### src/rtl/vec_lane_sequencer.sv
// Vector lane sequencer: stalls the core and steps the shared scalar ALU
// across vector lanes, one lane per cycle, then pulses VecDone.
module vec_lane_sequencer #(
  parameter int LANES = 4,
  parameter int LEN_W = 3
) (
  input  logic             clk,
  input  logic             reset,
  input  logic             VecStart,
  input  logic [2:0]       VecOp,
  input  logic [LEN_W-1:0] VecLen,
  output logic             Stall,
  output logic [LEN_W-1:0] LaneIdx,
  output logic [2:0]       LaneALUControl,
  output logic             LaneWrite,
  output logic             VecDone
);

  typedef enum logic [1:0] {
    IDLE = 2'd0,
    RUN  = 2'd1,
    DONE = 2'd2
  } state_t;

  localparam logic [LEN_W-1:0] MAX_LEN = LEN_W'(LANES);

  state_t           state;
  logic [LEN_W-1:0] count;
  logic [2:0]       op;
  logic [LEN_W-1:0] len;
  logic             runStall;
  logic [LEN_W-1:0] effLen;

  assign effLen = (VecLen > MAX_LEN) ? MAX_LEN : VecLen;

  // The accept cycle must hold the PC before any register has changed,
  // so that one term of Stall bypasses the registered outputs.
  assign Stall = runStall | ((state == IDLE) && VecStart && !reset);

  always_ff @(posedge clk) begin
    if (reset) begin
      state          <= IDLE;
      count          <= '0;
      op             <= '0;
      len            <= '0;
      runStall       <= 1'b0;
      LaneWrite      <= 1'b0;
      LaneIdx        <= '0;
      LaneALUControl <= '0;
      VecDone        <= 1'b0;
    end else begin
      runStall       <= 1'b0;
      LaneWrite      <= 1'b0;
      LaneIdx        <= '0;
      LaneALUControl <= '0;
      VecDone        <= 1'b0;
      unique case (state)
        IDLE: begin
          if (VecStart) begin
            op    <= VecOp;
            len   <= effLen;
            count <= '0;
            if (effLen == '0) begin
              state   <= DONE;
              VecDone <= 1'b1;
            end else begin
              state          <= RUN;
              runStall       <= 1'b1;
              LaneWrite      <= 1'b1;
              LaneALUControl <= VecOp;
            end
          end
        end
        RUN: begin
          // Outputs are registered, so they are loaded for the lane after count.
          if (count == len - LEN_W'(1)) begin
            state   <= DONE;
            count   <= '0;
            VecDone <= 1'b1;
          end else begin
            count          <= count + LEN_W'(1);
            runStall       <= 1'b1;
            LaneWrite      <= 1'b1;
            LaneIdx        <= count + LEN_W'(1);
            LaneALUControl <= op;
          end
        end
        DONE: begin
          state <= IDLE;
        end
        default: begin
          state <= IDLE;
        end
      endcase
    end
  end

endmodule

### config.mk
export PLATFORM = sky130hd
export DESIGN_NAME = vec_lane_sequencer
export DESIGN_NICKNAME = d
export VERILOG_FILES = /design/src/rtl/vec_lane_sequencer.sv
export SDC_FILE = /design/constraint.sdc
export NUM_CORES = 1
export LEC_CHECK = 0
export BUFFER_PORTS_ARGS = -buffer_cell sky130_fd_sc_hd__buf_4
export CAP_MARGIN = 10
export CORE_ASPECT_RATIO = 1.2
export CORE_MARGIN = 2
export CORE_UTILIZATION = 25
export CTS_BUF_LIST = sky130_fd_sc_hd__clkbuf_4 sky130_fd_sc_hd__clkbuf_8
export CTS_CLUSTER_SIZE = 24
export DETAILED_ROUTE_END_ITERATION = 16
export SETUP_SLACK_MARGIN = 0.4
export SYNTH_ARGS = -nofsm -noshare
export SYNTH_HDL_FRONTEND = slang
export SYNTH_SLANG_ARGS = --single-unit
### constraint.sdc
create_clock -name clk -period 1.85 [get_ports clk]
set_input_delay 0.185 -clock clk [delete_from_list [all_inputs] [get_ports clk]]
set_output_delay 0.185 -clock clk [all_outputs]
set_load 0.01 [all_outputs]
### Yosys cells after proc, flatten, opt, wreduce, memory -nomap -nowiden

Index checks and enable logic that the tools add are counted.

| cells by class | value |
|---|---|
| add/sub/neg operators | 2 |
| reductions and logical operators | 10 |
| mux-type cells | 20 |
| equal/unequal tests | 4 |
| bitwise logic cells | 2 |
| $lt $le $gt $ge | 1 |

Operators by type and width:

| kind | number |
|---|---|
| 2-to-1 mux 3 bit | 6 |
| case mux 3 bit (2 select lines) | 2 |
| 2-to-1 mux 1 bit | 6 |
| 2-to-1 mux 2 bit | 3 |
| AND reduction 2 bit | 3 |
| != test 2 bit, second input constant | 2 |
| case mux 1 bit (2 select lines) | 2 |
| case mux 2 bit (2 select lines) | 1 |
| adder 3 x 1 -> 3 bit, second input constant | 1 |
| == test 3 bit | 1 |
| > comparator 3 bit, second input constant | 1 |
| zero test 3 bit | 1 |
| subtractor 3 x 1 -> 3 bit, second input constant | 1 |
| == test 2 x 1 -> 1 bit, second input constant | 1 |
| logical AND 1 bit | 2 |
| zero test 2 bit | 1 |
| nonzero test 2 bit | 1 |
| OR reduction 2 bit | 1 |
| zero test 1 bit | 1 |
| inverter 1 bit | 1 |
| OR 1 bit | 1 |

| word-level totals | value |
|---|---|
| logic and storage cells | 47 |
| register bits | 19 |
| bits of input ports | 9 |
| output and inout bits | 9 |

### Logic depth before layout (Yosys ltp)

Gate-level depths: netlist (run 1).

| logic depth | value |
|---|---|
| depth after elaboration | 6 |
| depth in mapped cells | 6 |
| gate-level depth less buffers | 5 |

### Worst setup path after synthesis (run 1)

No wires, ideal clock.

| path | value |
|---|---|
| path type | reg2reg |
| from | register len[0] |
| to | register runStall |
| arrival | 1.302 ns |
| data required time | 1.730 ns |
| setup time | 0.120 ns |
| clock period less this slack | 1.422 ns |
| stages on the path, launching flop included | 7 |
| setup slack | 0.428 ns |
| path buffers | 1 |
| cell sequence | dfxtp_1 inv_1 ha_1 xor2_1 a31oi_1 buf_4 or2_1 |

| on the way | value |
|---|---|
| longest elaborated chain between the ends | 4 |

Ends and longest elaborated chain:

| item | line | text |
|---|---|---|
| start, declared | 30 | `logic [LEN_W-1:0] len;` |
| start signal, assigned | 61 | `len <= effLen;` |
| subtractor 3 x 1 -> 3 bit | 76 | `if (count == len - LEN_W'(1)) begin` |
| == test 3 bit | 76 |  |
| 2-to-1 mux 1 bit | 76 |  |
| case mux 1 bit (2 select lines) | 57 | `unique case (state)` |
| end signal, assigned | 52 | `runStall <= 1'b0;` |
| end signal, assigned | 68 | `runStall <= 1'b1;` |
| end signal, assigned | 82 | `runStall <= 1'b1;` |
| end, declared | 31 | `logic runStall;` |

Every way passes these cells.
A chain may end at the register's enable or synchronous reset.

### Final worst setup path (run 1)

| path | value |
|---|---|
| from | register state[1] |
| to | output port Stall |

| on the way | value |
|---|---|
| longest elaborated chain between the ends | 4 |

Ends and longest elaborated chain:

| item | line | text |
|---|---|---|
| start, declared | 27 | `state_t state;` |
| start signal, assigned | 42 | `state <= IDLE;` |
| start signal, assigned | 64 | `state <= DONE;` |
| start signal, assigned | 67 | `state <= RUN;` |
| zero test 2 bit | 38 | `assign Stall = runStall \| ((state == IDLE) && VecStart && !reset);` |
| logical AND 1 bit (2 in series) | 38 |  |
| OR 1 bit | 38 |  |
| end, declared | 12 | `output logic Stall,` |

Every way passes these cells.

==> results.md, run 1 <==
Worst setup path:
- STA classifies the critical path endpoint as a primary output.
- The largest fanout of any net on the critical path is 2.
- The number of cells on the worst reg-to-reg path is 5.
- The critical path startpoint category is a flop.
- The critical path is of the flop to primary output type.
- In this design, the stage delay of the slowest critical-path cell is a little under 0.4 ns.
- The data required time at the worst endpoint is between 1.5 and 2 ns.
- Traced cell by cell, the critical path runs through or3b_4 -> o21bai_1 -> buf_4.
- The cell at the slowest stage of the critical path is or3b_4.
- The critical path arrival is 1.31 ns.

Place:
- The congestion estimate from routability-driven global placement came to between 0.7 and 0.8.
- The number of buffers added on ports is 17.
- The placement-stage worst setup slack is 0.104 ns.
- After detailed placement, the design holds a cell count of 120.
- The HPWL after detailed placement is just over 1000 um.

Drt:
- The average via count per standard cell is 4.67.
- The post-route antenna net violation count is 0.
- Detailed routing inserted a total of 602 vias.
- The total DRC errors in the routed layout is 0.
- Wires add up to ~1500 um.
- The first detailed-routing pass ran for 4 iterations.
- After detailed routing, the average wire length per cell comes to about 12 um.
- The number of violations reported at the end of detailed-routing iteration 0 is 17.

GRT:
- The first global-routing pass estimated between 2000 and 3000 um of wire.
- The largest net degree at the start of global routing is 13.
- For this run, the total global-route usage over all layers was measured as about a tenth.
- The total overflow left after global routing is 0.
- The number of global-route vias before repair is 570.
- The initial antenna violation count came to 0.

STA:
- The final hold violation count came to 0.
- For this run, the top clock speed supported by timing is around 670 MHz.
- The final critical path time including I/O delays and setup is approximately 1.5 ns.
- The total of endpoints with negative setup slack in the final report is 0.
- The actual transition at the worst max-transition pin is ~0.46 ns.
- Dividing the final minimum period by the clock period gives 80.9%.
- The clock arrives with 0.00236 ns of skew.
- In this run the tightest slew margin relative to its limit is between 60% and 70%.
- In the final timing run, aggregate negative setup slack is 0 ns.
- The final number of max-transition violations is 0.
- The smallest setup slack after layout is ~0.35 ns.
- Setup repair after global routing could not meet its margin everywhere.

Final layout:
- Counting the fill cells in the layout gives 289.
- The area growth from synthesis to final layout is 41.1%.
- The number of antenna diodes in the final layout is 0.
- Cells with a size suffix above 1 make up between 40 and 50% of the layout.
- The total area of sequential cells is a little under 400 sq um.
- The final cell count without fillers is roughly 130.
- At the end of the flow, the number of nets in the layout was 107.
- In the final layout, the multi-input gates occupy 433 sq um.

Die:
- From bottom edge to top edge, the die measures ~64 um.
- The die covers between 3000 and 4000 sq um.
- In this run the core area contains 21 standard-cell rows.
- The horizontal die dimension is 54.1 um.
- The core region is 2840 sq um.
- The effective utilization at floorplan is between 20% and 30%.
- During I/O placement, the number of pins put on the boundary was 18.

Logic synthesis:
- Of the post-synthesis cell area, the part taken by muxes is 1.50%.
- The adder and majority cell fraction of the synthesized area is approximately 3.3%.
- Counting distinct cell types in the post-synthesis netlist gives 26.
- The share of the Yosys chip area taken by registers is around half.
- By area the synthesized netlist is led by dfxtp_1, a22o_1, nand2_1.
- The area fraction in compound gates after synthesis is approximately 15%.
- The synthesized design contains 0 enable-type register cells.
- After Yosys synthesis, and, or, nand and nor cells account for a little under a fifth of the synthesized area.
- Counting every instance in the synthesized netlist gives 72.
- After synthesis, the largest family of logic cells by area is simple AND/OR/NAND/NOR gates.
- The average instance in the mapped netlist occupies 10.4 sq um.
- For this run, the number of Yosys warnings is 0.
- The post-synthesis net count is just over 80.
- After synthesis the netlist holds a flip-flop and latch count of 19.
- The share of async-settable or async-resettable flops after synthesis is 0%.
- The combined area of all synthesized cells is roughly 750 sq um.
- The dominant synthesized flop cell is dfxtp_1.
- Summed over its instances, the top area cell type makes up 50.6% of the synthesized netlist area.
- After Yosys synthesis, XOR and XNOR cells account for under 10% of the synthesized area.
- The cell type with the largest total area after synthesis is dfxtp_1.

Clocking:
- The H-tree depth is 1.
- The clock transition time at the flip-flop clock pins of the worst setup and hold paths is about 0.10 ns.
- Buffers inserted during clock tree synthesis total 3.
- The clock insertion delay at the later pin of the skew report is about 0.3 ns.
- TritonCTS built the clock tree.
- CTS saw 19 sinks.
- CTS placed an instance of clkbuf_4 at the clock tree root.
- The number of buffers on the longest clock path is 2.

Status:
- The flow ran to the end, and the final reports show no timing, DRC or antenna violations.

Run:
- The number of max-capacitance violations reported is 0.

Pwr:
- The overall power of the completed layout is 842 uW.
- The static leakage is 0.443 nW.
- The power per standard cell area is between 700 and 800 nW/um^2.
- Across the VDD grid, the largest voltage drop is between 0.3 and 0.4 mV.

Worst hold path:
- The number of instances on the worst hold path is 2.
- The worst hold-check path type is primary input to flop.
-- stage by stage --
stage	util, %	hold WS (ns)	cell area, sq um
floorplan	-	0.310	752
global placement	31.7	0.413	900
detailed placement	31.7	0.411	900
CTS	36.5	0.0937	1040
global route	37.4	0.0986	1060
finish	37.4	0.101	1060
-- layout by cell type, fill, tap and decap left out, types with 2 or more instances in the layout --
master / synthesis / routed
buf_4: 1 / 21
a211oi_1: 2 / 2
or3b_4: 0 / 2
a22o_1: 5 / 5
a21oi_1: 6 / 6
and2_1: 2 / 2
nand2_1: 11 / 11
dfxtp_1: 19 / 15
or2_1: 2 / 2
dfxtp_2: 0 / 2
inv_2: 0 / 2
a31oi_4: 0 / 2
clkbuf_4: 0 / 4
dfxtp_4: 0 / 2
nand3b_1: 2 / 2
-- cells in the mapped netlist (2+ instances only) --
| master | count |
|---|---|
| dfxtp_1 | 19 |
| nand2_1 | 11 |
| and2_1 | 2 |
| inv_1 | 2 |
| a211oi_1 | 2 |
| a22o_1 | 5 |
| ha_1 | 2 |
| or2_1 | 2 |
| nand3b_1 | 2 |
| or3b_1 | 2 |
| a21oi_1 | 6 |
| xor2_1 | 3 |
-- worst paths after layout --
path / start / endpoint / slack (ns)
setup / recovery: state[1]$_SDFFE_PP0P_ / Stall / 0.35
hold / removal: VecOp[1] / LaneALUControl[1]$_SDFF_PP0_ / 0.10
setup reg to reg: len[0]$_SDFFE_PP0P_ / count[0]$_SDFFE_PP0P_ / 0.42
hold reg to reg: op[2]$_SDFFE_PP0P_ / op[2]$_SDFFE_PP0P_ / 0.46
-- cell type report --
type | instances | share of cell area (%)
well taps | 34 | 4.01
multi-input cells | 49 | 40.8
clock buffers | 4 | 2.83
repair buffers | 21 | 14.9
inverters | 2 | 0.708
flip-flops and latches | 19 | 36.8
-- sequential cells by signal, summed over array words and instances (netlist names) --
signal          cells
LaneALUControl      3
LaneIdx             3
count               3
len                 3
op                  3
state               2
VecDone             1
runStall            1
-- per-layer routing --
metal	vias up	global-route usage, %	routed length (um)
li1	300	-	-
met1	281	13.1	672
met2	17	16.6	751
met3	4	1.40	73
met4	0	6.56	46
met5	-	0	0
-- report_power, final --
part           internal, mW  switching, mW  leakage (nW)
Combinational        0.0871         0.0818         0.267
Sequential            0.433         0.0157         0.157
Clock                0.0988          0.126        0.0184
-- worst max-delay path: cells and delay by family (launching register included) --
kind                   cells  cell delay (ns)
AND/OR/NAND/NOR            1             0.39
AO/OA/AOI/OAI              1             0.14
flip-flops                 1             0.35
buffers and inverters      1             0.14
-- cell families (layout without fill, tap and decap cells) --
group,after synthesis,count (layout)
flops,19,19
simple gates,25,25
fa+ha+maj,2,2
compound gates,16,17
mux,1,1
buf+inv,5,27
xor+xnor,4,4
-- repair_timing --
item,CTS,global route
cloned,1,0
setup buffers,3,1
pin swaps,5,5
hold buffers,0,0
resized for setup,13,7
setup endpoints to repair,12,14
(Power assumes the default switching activity.)
==> run 2: changes to the inputs <==
- clock period: 1.85 -> 1.3 ns (I/O delays scaled with it)
==> run 2 against run 1 <==
Against the previous run:
- the flow now finishes with violations (setup timing)
- sequential share of layout area down 4.7 points
- hold slack got worse by 0.050 ns
- critical path depth increased by 1
- cell area is 15% higher
- largest cell class unchanged
==> results.md, run 2 (synthesized netlist as in run 1, its figures left out) <==
Status:
- The flow ran to the end, but the final reports show violations.
- The final reports fail on setup timing.

Final layout:
- The fill cell instance count of the final layout is 284 (-1.7%).
- In the layout the commonest cells are buf_4, buf_6, dfxtp_1.
- The fraction of layout cells with a size suffix above 1 is 63.6% (+18 points).
- The most common cell after layout, fill and taps aside is buf_4.
- The post-layout instance area came to 1220 sq um (+15%).
- The final net count was 119 (+11%).
- The share of the core filled with cells is 43.1% (+5.7 points).
- The combined area of the multi-input logic cells is 445 sq um (+2.9%).
- The area growth from synthesis to final layout is 62.6%.
- The total area of sequential cells is 393 sq um (+0.64%).
- The antenna diode count is 0 (unchanged).

STA:
- The total of endpoints with negative setup slack in the final report is 14 (+14).
- Static timing analysis puts the maximum clock frequency at ~660 MHz.
- The smallest setup slack after layout was -0.210 ns (-0.564 ns).
- The actual transition at the worst max-transition pin is 0.432 ns (-0.0241 ns).
- The final hold violation count is 0 (unchanged).
- Setup repair after global routing could not meet its margin everywhere.
- The worst-case clock skew is 0.00322 ns (+0.000858 ns).
- The final critical path takes up 116% of the cycle.
- The worst max-slew margin expressed relative to the limit is 71.0% (+1.6 points).
- The final number of max-transition violations is 0 (unchanged).
- The final critical path time including I/O delays and setup is 1.51 ns.

GRT:
- The global-route congestion overflow total was 0 (unchanged).
- The largest net degree at the start of global routing is 12 (-1).
- The global-route wire length before repair is 2840 um (+8.1%).
- The met1 track utilization from global routing is 15.1% (+1.9 points).
- The global-route met3 utilization came to 1.40% (unchanged).
- The met2 global-route usage is 17.1% (+0.46 points).
- The global routing's busiest layer is met2.
- The number of global-route vias before repair is 611 (+7.2%).
- The initial antenna violation count is 0 (unchanged).
- The total routing usage reported by global routing is 11.2% (+0.62 points).

Worst setup path:
- The data required time at the worst endpoint came to 1.17 ns (-0.49 ns).
- The worst setup path is of the flop to primary output kind.
- The endpoint identified for the worst register-to-register timing path is count[0]$_SDFFE_PP0P_.
- The internal reg-to-reg setup slack is -0.19 ns (-0.61 ns).
- The startpoint of the worst-slack reg-to-reg timing path is len[1]$_SDFFE_PP0P_.
- The most critical setup path has its startpoint at state[0]$_SDFFE_PP0P_.
- The worst setup path is launched from a flop.
- The critical path arrival is 1.38 ns (+0.07 ns).
- The largest fanout of any net on the critical path is 2 (unchanged).
- The kind of end point of the critical path is a primary output.
- The number of cells on the worst reg-to-reg path is 6 (+1).

Worst hold path:
- The startpoint identified for the worst hold timing path is VecOp[0].
- The min-delay analysis places its worst path in the category primary input to flop.
- The endpoint of the worst hold path is LaneALUControl[0]$_SDFF_PP0_.
- The number of instances on the worst hold path is 2 (unchanged).

Drt:
- The average via count per standard cell is 4.43 (-5.0%).
- The number of iterations in the first detailed-routing pass was 4 (unchanged).
- The total vias in the final route is 625 (+3.8%).
- The post-route antenna net violation count came to 0 (unchanged).
- The average wire length per cell after detail routing was 12.0 um (+0.44%).
- The number of violations reported at the end of detailed-routing iteration 0 came to 18 (+1).
- The total DRC errors in the routed layout is 0 (unchanged).
- The total wire length was 1690 um (+9.8%).

Die:
- The boundary pin count is 18 (unchanged).
- The overall die height is 64.1 um (unchanged).
- The row count is 21 (unchanged).
- The horizontal die dimension came to 54.1 um (unchanged).
- The die outline area was 3460 sq um (unchanged).
- The standard cell core area was 2840 sq um (unchanged).
- The effective utilization at floorplan is 26.5% (unchanged).

Pwr:
- The highest ir drop seen on vdd is 0.392 mV (+29%).
- The sequential share of power came to 49.3% (-4.0 points).
- The static leakage is 0.530 nW (+20%).
- The power per standard cell area was 1060 nW/um^2 (+33%).
- The clock network fraction of total power came to 24.9% (-1.8 points).
- The portion of total power attributed to combinational logic came to 25.8% (+5.8 points).
- The internal power consumption is 959 uW (+55%).
- The overall power of the completed layout is 1.29 mW (+54%).
- The reported net switching power came to 336 uW (+50%).
- The switching part of the total power is 25.9% (-0.62 points).

Place:
- The number of buffers added on ports is 17 (unchanged).
- The half-perimeter wire length after placement came to 1070 um (+3.1%).
- The instance area after placement is 981 sq um (+9.0%).
- The global placer's final weighted congestion is 0.743 (+1.2%).

Clocking:
- The clock transition time at the flip-flop clock pins of the worst setup and hold paths came to 0.11 ns (about the same).
- The H-tree depth is 1 (unchanged).
- The number of buffers on the longest clock path is 2 (unchanged).
- The clock tree from TritonCTS is done.
- The total clock buffers created by CTS is 3 (unchanged).
- The clock sink count is 19 (unchanged).
- The clock root buffer master is clkbuf_4.
- The hold buffer count at cts is 0 (unchanged).
- The clock insertion delay at the later pin of the skew report is 0.30 ns (about the same).

Run:
- The number of max-capacitance violations reported is 0 (unchanged).
-- run 2: cell count changes in the layout (fill, tap and decap cells not counted), sizes merged --
cell	previous run	this run
buf	21	34
a31oi	2	1
-- run 2: metrics by stage --
| step | TNS (ns) | instances | setup slack, ns | hold slack [ns] |
|---|---|---|---|---|
| finish | -1.99 | 141 | -0.210 | 0.0506 |
| global route | -2.85 | 141 | -0.262 | 0.0421 |
| CTS | -1.63 | 139 | -0.215 | 0.0469 |
| detailed placement | -1.46 | 129 | -0.193 | 0.364 |
| global placement | -0.964 | 129 | -0.146 | 0.353 |
| floorplan | -0.506 | 72 | -0.0730 | 0.255 |
-- run 2: what timing repair did --
action	in CTS	in global routing
buffers inserted	6	2
pin swaps	5	5
gates resized for setup	17	24
setup endpoints to repair	21	25
-- run 2: how the worst max path moves through the flow --
stage / to / slack, ns
4_1_cts: Stall / -0.21
3_3_place_gp: count[0]$_SDFFE_PP0P_ / -0.15
5_1_grt: Stall / -0.26
6_report: Stall / -0.21
3_5_place_dp: count[0]$_SDFFE_PP0P_ / -0.19
2_1_floorplan: runStall$_SDFF_PP0_ / -0.07
-- run 2: layer usage --
metal  part of all wire [%]  routed length (um)
met3                    3.5                  60
met5                      0                   0
met4                    1.2                  20
met1                     46                 774
met2                     49                 838
-- run 2: layout make-up --
cell class              count  share of cell area (%)
inverters                   2                   0.614
repair buffers             34                    24.9
flip-flops and latches     19                    32.1
multi-input cells          48                    36.4
clock buffers               4                    2.46
well taps                  34                    3.48
-- run 2: power by group through the flow --
stage	Sequential [mW]	Clock, mW	Combinational [mW]
2_1_floorplan	0.655	0	0.113
3_3_place_gp	0.647	0	0.216
3_5_place_dp	0.648	0	0.219
4_1_cts	0.634	0.334	0.282
5_1_grt	0.643	0.356	0.358
6_report	0.639	0.322	0.334
-- run 2: worst max-delay path, cell delays in order (launching register included) --
cell and delay [ns]:
dfxtp_2 0.34, or3b_4 0.40, buf_6 0.13, o21bai_4 0.10, buf_6 0.11
==> run 3: changes to the inputs <==
- CELL_PAD_IN_SITES_DETAIL_PLACEMENT: not set -> 1
- CELL_PAD_IN_SITES_GLOBAL_PLACEMENT: not set -> 1
- PLACE_DENSITY_LB_ADDON: not set -> 0.1
==> run 3 against run 2 <==
Against the previous run:
- the run still ends with setup timing left
- setup slack got worse by 0.0078 ns
- flip-flop and latch count unchanged
- via count increased by 3.5%
- critical endpoint unchanged
==> results.md, run 3 (synthesized netlist as in run 1, its figures left out) <==
Clocking:
- The tree is rooted in a clkbuf_4.
- The clock transition time at the flip-flop clock pins of the worst setup and hold paths was 0.12 ns (about the same).
- The clock sink count came to 19 (unchanged).
- TritonCTS built the clock tree.
- The clock insertion delay at the later pin of the skew report is 0.30 ns (about the same).
- The number of buffers on the longest clock path is 2 (unchanged).
- The hold buffer count at cts is 0 (unchanged).
- The total clock buffers created by CTS is 3 (unchanged).
- The H-tree depth is 1 (unchanged).

STA:
- The actual transition at the worst max-transition pin is 0.340 ns (-0.0920 ns).
- The final number of max-transition violations is 0 (unchanged).
- The final critical path time including I/O delays and setup was 1.52 ns (+0.00784 ns).
- The total of endpoints with negative setup slack in the final report is 20 (+6).
- The worst-case clock skew is 0.00356 ns (+0.000348 ns).
- The worst max-slew margin expressed relative to the limit is 77.2% (+6.2 points).
- The total negative setup slack is -3.09 ns (-1.10 ns).
- The final hold violation count is 0 (unchanged).
- The smallest setup slack after layout is -0.218 ns (-0.00784 ns).
- Setup repair after global routing could not meet its margin everywhere.
- The maximum operating frequency is 659 MHz (-0.52%).
- The fraction of the cycle the final worst path needs came to 117% (+0.60 points).

Pwr:
- The power per standard cell area came to 1010 nW/um^2 (-4.9%).
- The clock network fraction of total power came to 23.7% (-1.2 points).
- The sequential share of power is 49.6% (+0.3 points).
- The reported net switching power came to 360 uW (+7.4%).
- The highest ir drop seen on vdd was 0.573 mV (+46%).
- The static leakage is 0.570 nW (+7.7%).
- The switching part of the total power is 27.7% (+1.7 points).
- The internal power consumption is 943 uW (-1.7%).
- The portion of total power attributed to combinational logic is 26.7% (+0.9 points).

Final layout:
- The final net count is 124 (+4.2%).
- The fraction of layout cells with a size suffix above 1 is 71.4% (+7.9 points).
- In the layout the commonest cells are buf_4, buf_6, dfxtp_2.
- The fill cell instance count of the final layout was 306 (+7.7%).
- The antenna diode count is 0 (unchanged).
- The total area of sequential cells was 397 sq um (+0.96%).
- The area growth from synthesis to layout is 72.0%.
- Leaving out fill and tap cells, the most frequent cell in the layout is buf_4.
- The combined area of the multi-input logic cells was 459 sq um (+3.1%).

GRT:
- The initial antenna violation count is 0 (unchanged).
- The global-route congestion overflow total is 0 (unchanged).
- The global-route wire length before repair came to 3060 um (+7.8%).
- The number of global-route vias before repair is 676 (+11%).
- The largest net degree at the start of global routing is 12 (unchanged).
- The total routing usage reported by global routing is 12.5% (+1.3 points).

Drt:
- The number of violations reported at the end of detailed-routing iteration 0 came to 4 (-14).
- The average wire length per cell after detail routing is 13.4 um (+12%).
- The average via count per standard cell is 4.43 (about the same).
- The number of iterations in the first detailed-routing pass is 2 (-2).
- The post-route antenna net violation count is 0 (unchanged).
- The total wire length came to 1960 um (+16%).
- The total DRC errors in the routed layout was 0 (unchanged).
- The total vias in the final route is 647 (+3.5%).

Place:
- The global placer's final weighted congestion came to 0.681 (-8.4%).
- The number of buffers added on ports came to 17 (unchanged).
- The placement-stage worst setup slack was -0.180 ns (+0.0121 ns).
- The half-perimeter wire length after placement was 1340 um (+25%).

Worst setup path:
- STA classifies the critical path startpoint as a flop.
- The data required time at the worst endpoint is 1.17 ns (about the same).
- The internal reg-to-reg setup slack was -0.17 ns (+0.02 ns).
- The kind of end point of the critical path is a primary output.
- The startpoint of the worst-slack reg-to-reg timing path is state[1]$_SDFFE_PP0P_.
- The startpoint-to-endpoint class of the critical path is flop to primary output.
- In this run the critical register-to-register path is captured at LaneALUControl[1]$_SDFF_PP0_.
- The largest fanout of any net on the critical path came to 2 (unchanged).
- The number of cells on the worst reg-to-reg path is 6 (unchanged).
- The critical path arrival is 1.39 ns (about the same).

Run:
- The number of max-capacitance violations reported is 0 (unchanged).

Worst hold path:
- The tightest min-delay check is of the primary input to flop type.
- The number of instances on the worst hold path is 2 (unchanged).
- The critical hold path startpoint is VecOp[2].
- For hold timing, the worst endpoint is LaneALUControl[2]$_SDFF_PP0_.

Die:
- The effective utilization at floorplan is 26.5% (unchanged).
- The boundary pin count is 18 (unchanged).
- The horizontal die dimension is 54.1 um (unchanged).
- The row count is 21 (unchanged).
- The overall die height is 64.1 um (unchanged).
- The standard cell core area is 2840 sq um (unchanged).
- The die outline area is 3460 sq um (unchanged).

Status:
- The final reports fail on setup timing.
- The flow ran to the end, but the final reports show violations.
run 3: cell types whose count changed in the layout (fill, tap and decap cells not counted), moves of 2 or more:
cell | before | now
dfxtp_2 | 7 | 13
dfxtp_1 | 11 | 6
buf_6 | 13 | 16
nand2_4 | 0 | 2
run 3: final cells by class:
| type | count | area share, % |
|---|---|---|
| multi-input combinational | 48 | 35.5 |
| tap | 34 | 3.29 |
| sequential | 19 | 30.7 |
| clock buffer | 3 | 1.74 |
| inverter | 2 | 0.580 |
| clock inverter | 1 | 0.387 |
| timing repair buffer | 39 | 27.9 |
run 3: layer usage:
metal,vias up,routed length [um],global-route usage (%)
li1,328,-,-
met1,305,855,15.2
met2,10,1000,21.2
met3,4,52,2.80
met4,0,53,3.75
met5,-,0,0
run 3: worst max-delay path: stages (launching register included):
cell      delay [ns]
dfxtp_2         0.34
or3b_4          0.40
buf_6           0.14
o21bai_4        0.10
buf_6           0.11
run 3: worst max path at each step:
| stage | from | endpoint | slack, ns |
|---|---|---|---|
| 2_1_floorplan | len[0]$_SDFFE_PP0P_ | runStall$_SDFF_PP0_ | -0.07 |
| 3_3_place_gp | len[1]$_SDFFE_PP0P_ | count[0]$_SDFFE_PP0P_ | -0.14 |
| 3_5_place_dp | len[1]$_SDFFE_PP0P_ | count[0]$_SDFFE_PP0P_ | -0.18 |
| 4_1_cts | state[1]$_SDFFE_PP0P_ | Stall | -0.23 |
| 5_1_grt | state[1]$_SDFFE_PP0P_ | Stall | -0.27 |
| 6_report | state[1]$_SDFFE_PP0P_ | Stall | -0.22 |
run 3: timing repair:
item,CTS,global route
gates resized for setup,24,31
setup endpoints to repair,21,28
cloned,1,0
buffers inserted,5,4
pin swaps,3,8
run 3: power by group through the flow:
| stage | combinational (mW) | clock [mW] | sequential [mW] |
|---|---|---|---|
| floorplan | 0.113 | 0 | 0.655 |
| global placement | 0.234 | 0 | 0.648 |
| detailed placement | 0.238 | 0 | 0.649 |
| CTS | 0.298 | 0.325 | 0.641 |
| global route | 0.378 | 0.348 | 0.651 |
| finish | 0.348 | 0.309 | 0.646 |
run 3: metrics by stage:
stage / instances / instance area (sq um) / hold WS, ns / util [%] / total power [mW]
5_1_grt: 146 / 1290 / 0.0269 / 45.6 / 1.38
2_1_floorplan: 72 / 766 / 0.255 / - / 0.768
4_1_cts: 142 / 1150 / 0.0318 / 40.7 / 1.26
3_5_place_dp: 132 / 1000 / 0.359 / 35.4 / 0.887
3_3_place_gp: 132 / 1000 / 0.359 / 35.4 / 0.882
6_report: 146 / 1290 / 0.0472 / 45.6 / 1.30
